## config.mk

```make
export PLATFORM = sky130hd
export DESIGN_NAME = fetch_queue
export DESIGN_NICKNAME = d
export VERILOG_FILES = /design/src/rtl/fetch_queue_pkg.sv /design/src/rtl/fetchq_mem.sv /design/src/rtl/fetch_queue.sv
export SDC_FILE = /design/constraint.sdc
export NUM_CORES = 1
export LEC_CHECK = 0
export CORE_MARGIN = 4
export CORE_UTILIZATION = 50
export CTS_BUF_LIST = sky130_fd_sc_hd__clkbuf_4 sky130_fd_sc_hd__clkbuf_8
export CTS_CLUSTER_DIAMETER = 100
export DETAILED_ROUTE_END_ITERATION = 10
export PLACE_DENSITY = 0.82
export SLEW_MARGIN = 5
export SYNTH_ARGS = -nofsm -noshare
export SYNTH_HDL_FRONTEND = slang
export SYNTH_HIERARCHICAL = 1
export SYNTH_SLANG_ARGS = --single-unit
```

## constraint.sdc

```tcl
create_clock -name clk -period 7.3 [get_ports clk]
set_clock_uncertainty 0.1 [all_clocks]
set_input_delay 0.73 -clock clk [delete_from_list [all_inputs] [get_ports clk]]
set_output_delay 0.73 -clock clk [all_outputs]
set_load 0.03 [all_outputs]
```

## src/rtl/fetch_queue_pkg.sv

```systemverilog
// Shared pipeline definitions for the fetch queue: bubble instruction and queue entry layout.
package fetch_queue_pkg;

  localparam int XLEN = 32;

  localparam logic [XLEN-1:0] NOP_INSTR = 32'h0000_0013;

  typedef struct packed {
    logic [XLEN-1:0] pc;
    logic [XLEN-1:0] instr;
  } fetchq_entry_t;

endpackage

```

## src/rtl/fetchq_mem.sv

```systemverilog
// Entry storage for the fetch queue: DEPTH registers, one write port, one asynchronous read port.
module fetchq_mem
  import fetch_queue_pkg::*;
#(
  parameter int DEPTH = 4,
  localparam int AW = $clog2(DEPTH)
) (
  input  logic          clk,
  input  logic          wr_en_i,
  input  logic [AW-1:0] wr_addr_i,
  input  fetchq_entry_t wr_data_i,
  input  logic [AW-1:0] rd_addr_i,
  output fetchq_entry_t rd_data_o
);

  // Contents are never reset; validity is tracked by the queue's count.
  fetchq_entry_t mem_q [DEPTH];

  always_ff @(posedge clk) begin
    if (wr_en_i) begin
      mem_q[wr_addr_i] <= wr_data_i;
    end
  end

  assign rd_data_o = mem_q[rd_addr_i];

endmodule

```

## src/rtl/fetch_queue.sv

```systemverilog
// Instruction fetch queue between fetch and decode, with flush and a NOP bubble when empty.
// Optional same-cycle empty-queue bypass is enabled by defining FETCHQ_BYPASS_EN.
module fetch_queue
  import fetch_queue_pkg::*;
#(
  parameter int               WIDTH = 32,
  parameter int               DEPTH = 4,
  parameter logic [WIDTH-1:0] NOP   = WIDTH'(NOP_INSTR),
  localparam int              CW    = $clog2(DEPTH + 1)
) (
  input  logic             clk,
  input  logic             reset,
  input  logic             push_valid,
  output logic             push_ready,
  input  logic [WIDTH-1:0] push_pc,
  input  logic [WIDTH-1:0] push_instr,
  output logic             pop_valid,
  input  logic             pop_ready,
  output logic [WIDTH-1:0] pop_pc,
  output logic [WIDTH-1:0] pop_instr,
  input  logic             flush,
  output logic [CW-1:0]    count
);

  localparam int            PW   = $clog2(DEPTH);
  localparam logic [CW-1:0] FULL = CW'(DEPTH);
  localparam logic [PW-1:0] LAST = PW'(DEPTH - 1);

  logic [PW-1:0] wrPtr_q, wrPtr_d;
  logic [PW-1:0] rdPtr_q, rdPtr_d;
  logic [CW-1:0] count_q, count_d;

  fetchq_entry_t wrEntry;
  fetchq_entry_t rdEntry;

  logic stored;
  logic bypass;
  logic pushFire;
  logic popFire;
  logic memWrite;
  logic memRead;

  function automatic logic [PW-1:0] nextPtr(input logic [PW-1:0] p);
    return (p == LAST) ? '0 : p + 1'b1;
  endfunction

  fetchq_mem #(
    .DEPTH(DEPTH)
  ) u_mem (
    .clk      (clk),
    .wr_en_i  (memWrite),
    .wr_addr_i(wrPtr_q),
    .wr_data_i(wrEntry),
    .rd_addr_i(rdPtr_q),
    .rd_data_o(rdEntry)
  );

  assign wrEntry.pc    = XLEN'(push_pc);
  assign wrEntry.instr = XLEN'(push_instr);

  assign stored     = (count_q != '0);
  assign push_ready = (count_q < FULL);
  assign count      = count_q;

`ifdef FETCHQ_BYPASS_EN
  assign bypass = !stored && push_valid && !flush;
`else
  assign bypass = 1'b0;
`endif

  assign pop_valid = stored || bypass;
  assign pushFire  = push_valid && push_ready && !flush;
  assign popFire   = pop_valid && pop_ready && !flush;

  // A bypassed instruction consumed in the same cycle never touches storage.
  assign memWrite = pushFire && !(bypass && pop_ready);
  assign memRead  = popFire && stored;

  always_comb begin
    pop_pc    = '0;
    pop_instr = NOP;
    if (bypass) begin
      pop_pc    = push_pc;
      pop_instr = push_instr;
    end else if (stored) begin
      pop_pc    = WIDTH'(rdEntry.pc);
      pop_instr = WIDTH'(rdEntry.instr);
    end
  end

  always_comb begin
    wrPtr_d = wrPtr_q;
    rdPtr_d = rdPtr_q;
    count_d = count_q;
    if (flush) begin
      wrPtr_d = '0;
      rdPtr_d = '0;
      count_d = '0;
    end else begin
      if (memWrite) wrPtr_d = nextPtr(wrPtr_q);
      if (memRead)  rdPtr_d = nextPtr(rdPtr_q);
      case ({memWrite, memRead})
        2'b10:   count_d = count_q + 1'b1;
        2'b01:   count_d = count_q - 1'b1;
        default: count_d = count_q;
      endcase
    end
  end

  always_ff @(posedge clk or negedge reset) begin
    if (!reset) begin
      wrPtr_q <= '0;
      rdPtr_q <= '0;
      count_q <= '0;
    end else begin
      wrPtr_q <= wrPtr_d;
      rdPtr_q <= rdPtr_d;
      count_q <= count_d;
    end
  end

endmodule

```

==> impl_metrics.yaml <==
power:
  totalPowerFinal_mw: 3.655
  leakage_nw: 4.022
  comb_power_share_pct: 20.3
  vdd.ir_drop.worst_mv: 0.1714
  power_per_cell_area_nw_per_um2: 289.7
  switchingPower_mw: 0.9568
  power.share.switching_pct: 26.18
  internal_portion_of_total_power_mw: 2.698
  power.sequential.fraction_pct: 48.2
  clock_power_share_pct: 31.5
floorplan:
  die_h_um: 151.8
  start_util_pct: 50.92
  die_width_um: 151.8
  design.portCount: 138
  rows: 52
  placeableCoreArea_um2: 20300
  die-area_um2: 23040
cts:
  cts_resized: 0
  post-cts-setup-buffers: 0
  cts_clock_pin_slew_for_the_worst_setup_and_hold_paths_ns: 0.06
  worstSkewPairLatency_ns: 0.51
  htree_num_levels: 2
  cts_root_buffer: "clkbuf_8"
  numClockSinks: 263
  number_of_buffers_created_by_cts: 42
  tritoncts: "built"
  post_cts_hold_buffer_count: 0
  clock_tree.buffer_depth: 3
routing:
  via_per_inst: 5.412
  first_iter_violations: 276
  vias: 4984
  first_pass_iters: 4
  wl_final_um: 19230
  drt_drc_violations_left: 0
  avgRoutedWirePerCell_um: 20.88
  antenna_left: 0
synth:
  prevailing_post_synth_register_cell: "edfxtp_1"
  post-synth-top-count-cell: "edfxtp_1"
  asyncSetResetFlopFracSynth_pct: 2.662
  synth_enable_flop_cells: 256
  synth-seq-area-share_pct: 76.07
  netlist_top_cells_count: "256 x edfxtp_1, 60 x mux4_2, 44 x and2_1"
  avgSynthCellArea_um2: 22.37
  syn_area_um2: 10340
  net_count_synth: 534
  biggest_area_consumer_among_synthesized_cells: "edfxtp_1"
  netlist_instances: 462
  ys_warn_count: 6
  synth_largest_type_area_fraction_pct: 74.37
  yosys_register_bits: 263
  synthTopCellsByArea: "edfxtp_1 74%, mux4_2 13%, and2_1 2.7%"
  yosys.cell_types.count: 36
grt:
  gr-total-overflow: 0
  grt_use_total_pct: 17.38
  grt_start_max_net_pins: 67
  grt_pass1_wl_um: 30240
  grt_antenna_before_repair: 1
  first_global_vias: 5579
sta:
  fin_crit_sh_pct: 59.19
  tightestPinTransition_ns: 1.190
  hold_viol_final: 0
  relSlewSlack_pct: 20.63
  final-setup-viol-count: 0
  timing.setup.tns_ns: 0
  finalWorstPathRequiredPeriod_ns: 4.321
  fmaxAchievable_mhz: 231.5
  final-max-slew-violation-count: 0
  unrepaired_setup_endpoints_after_global_routing: "false"
worst_setup_path:
  worstSetupStartpointType: "flip-flop"
  reg2reg_depth: 6
  path_max_fanout: 35
  critical_path_arrival_ns: 3.49
  setup.reg_to_reg.worst_slack_ns: 4.66
  worstPathRequired_ns: 6.47
  end_kind: "primary output"
  timing.setup.critical_path_class: "reg2out"
min_path:
  timing.hold.worst.class: "in2async"
final_layout:
  antennaDiodeCount: 0
  fin_cells: 921
  drive_above_1_share_pct: 22.58
  area_growth_syn_to_layout_pct: 22.07
  fillers: 1437
  finish.net_count: 694
placement:
  placedCellCount: 848
  dp_hpwl_um: 10970
  routability_congestion_estimate: 0.7413
  placement.io_buffers: 137
job:
  max_cap_violations: 0
status:
  run_status: "finished clean"
## worst max-delay path, stage by stage (launching register included)
cell and delay, ns:
dfrtp_4 0.84, buf_4 0.67, mux4_1 0.62, nand2b_1 0.15, clkdlybuf4s50_1 0.62
## path summary, 6_finish.rpt
path / startpoint / to
worst max-delay path: rdPtr_q[0] / pop_instr[0]
worst min-delay path: reset / wrPtr_q[1]
worst max register to register: count[0] / count[1]
worst min register to register: wrPtr_q[1] / wrPtr_q[1]
max in group asynchronous: reset / rdPtr_q[1]
min in group clk: wrPtr_q[1] / wrPtr_q[1]
## final cells by class
| type | instances | area [µm²] | share of cell area, % |
|---|---|---|---|
| inverter | 2 | 7.507 | 0.05950 |
| timing repair buffer | 140 | 1394 | 11.05 |
| multi-input combinational | 173 | 2233 | 17.70 |
| tap | 270 | 337.8 | 2.678 |
| sequential | 263 | 7870 | 62.38 |
| clock buffer | 53 | 666.9 | 5.286 |
| clock inverter | 20 | 107.6 | 0.8528 |
## power by group through the flow
stage / Clock (mW) / Sequential, mW / Combinational, mW
after floorplan: 0 / 1.77 / 0.517
after global placement: 0 / 1.79 / 0.741
after detailed placement: 0 / 1.79 / 0.749
after CTS: 1.19 / 1.76 / 0.753
after global routing: 1.26 / 1.77 / 0.788
final: 1.15 / 1.76 / 0.741
## registers in the layout, summed over array words and instances, names as in the netlist
name	cells
rdPtr_q	2
u_mem/mem_q	256
wrPtr_q	2
count	3
## placed cells by master (no fill, tap or decap), types with 2 or more instances in the layout
master	n
edfxtp_1	256
clkdlybuf4s50_1	137
mux4_2	60
and2_1	44
clkbuf_8	43
and2_4	18
clkinv_1	16
clkbuf_4	10
nand2b_1	6
a21oi_1	6
nand2_1	5
dfrtp_1	5
mux4_1	4
nor2_1	3
a211oi_1	3
or3_1	3
buf_4	3
nor3_1	2
inv_1	2
nand3_1	2
ha_1	2
clkinv_2	2
dfrtp_4	2
and3b_4	2
## cell families after synthesis
kind of cell	share of synthesized area, %
compound gates	0.9684
xor+xnor	0.08475
fa+ha+maj	0.4358
buf+inv	2.494
flops	76.07
mux	14.09
simple gates	5.859
## per-stage QoR
step	cell area [µm²]	util, %	hold WS [ns]	worst slack, ns
after CTS	12620	62.15	0.3523	2.862
after global placement	11840	58.34	0.4937	3.416
after global routing	12620	62.15	0.3661	2.695
after floorplan	10340	-	0.3344	0.8339
final	12620	62.15	0.3920	2.979
after detailed placement	11840	58.34	0.5151	3.428
## layer usage
metal	track usage, %	vias to the layer above	routed length [µm]
met3	4.253	36	1251
li1	-	2210	-
met1	22.66	2572	7919
met5	0	-	12
met2	28.82	164	9690
met4	6.244	2	359
Note: power is estimated with default switching activity, not from simulation.
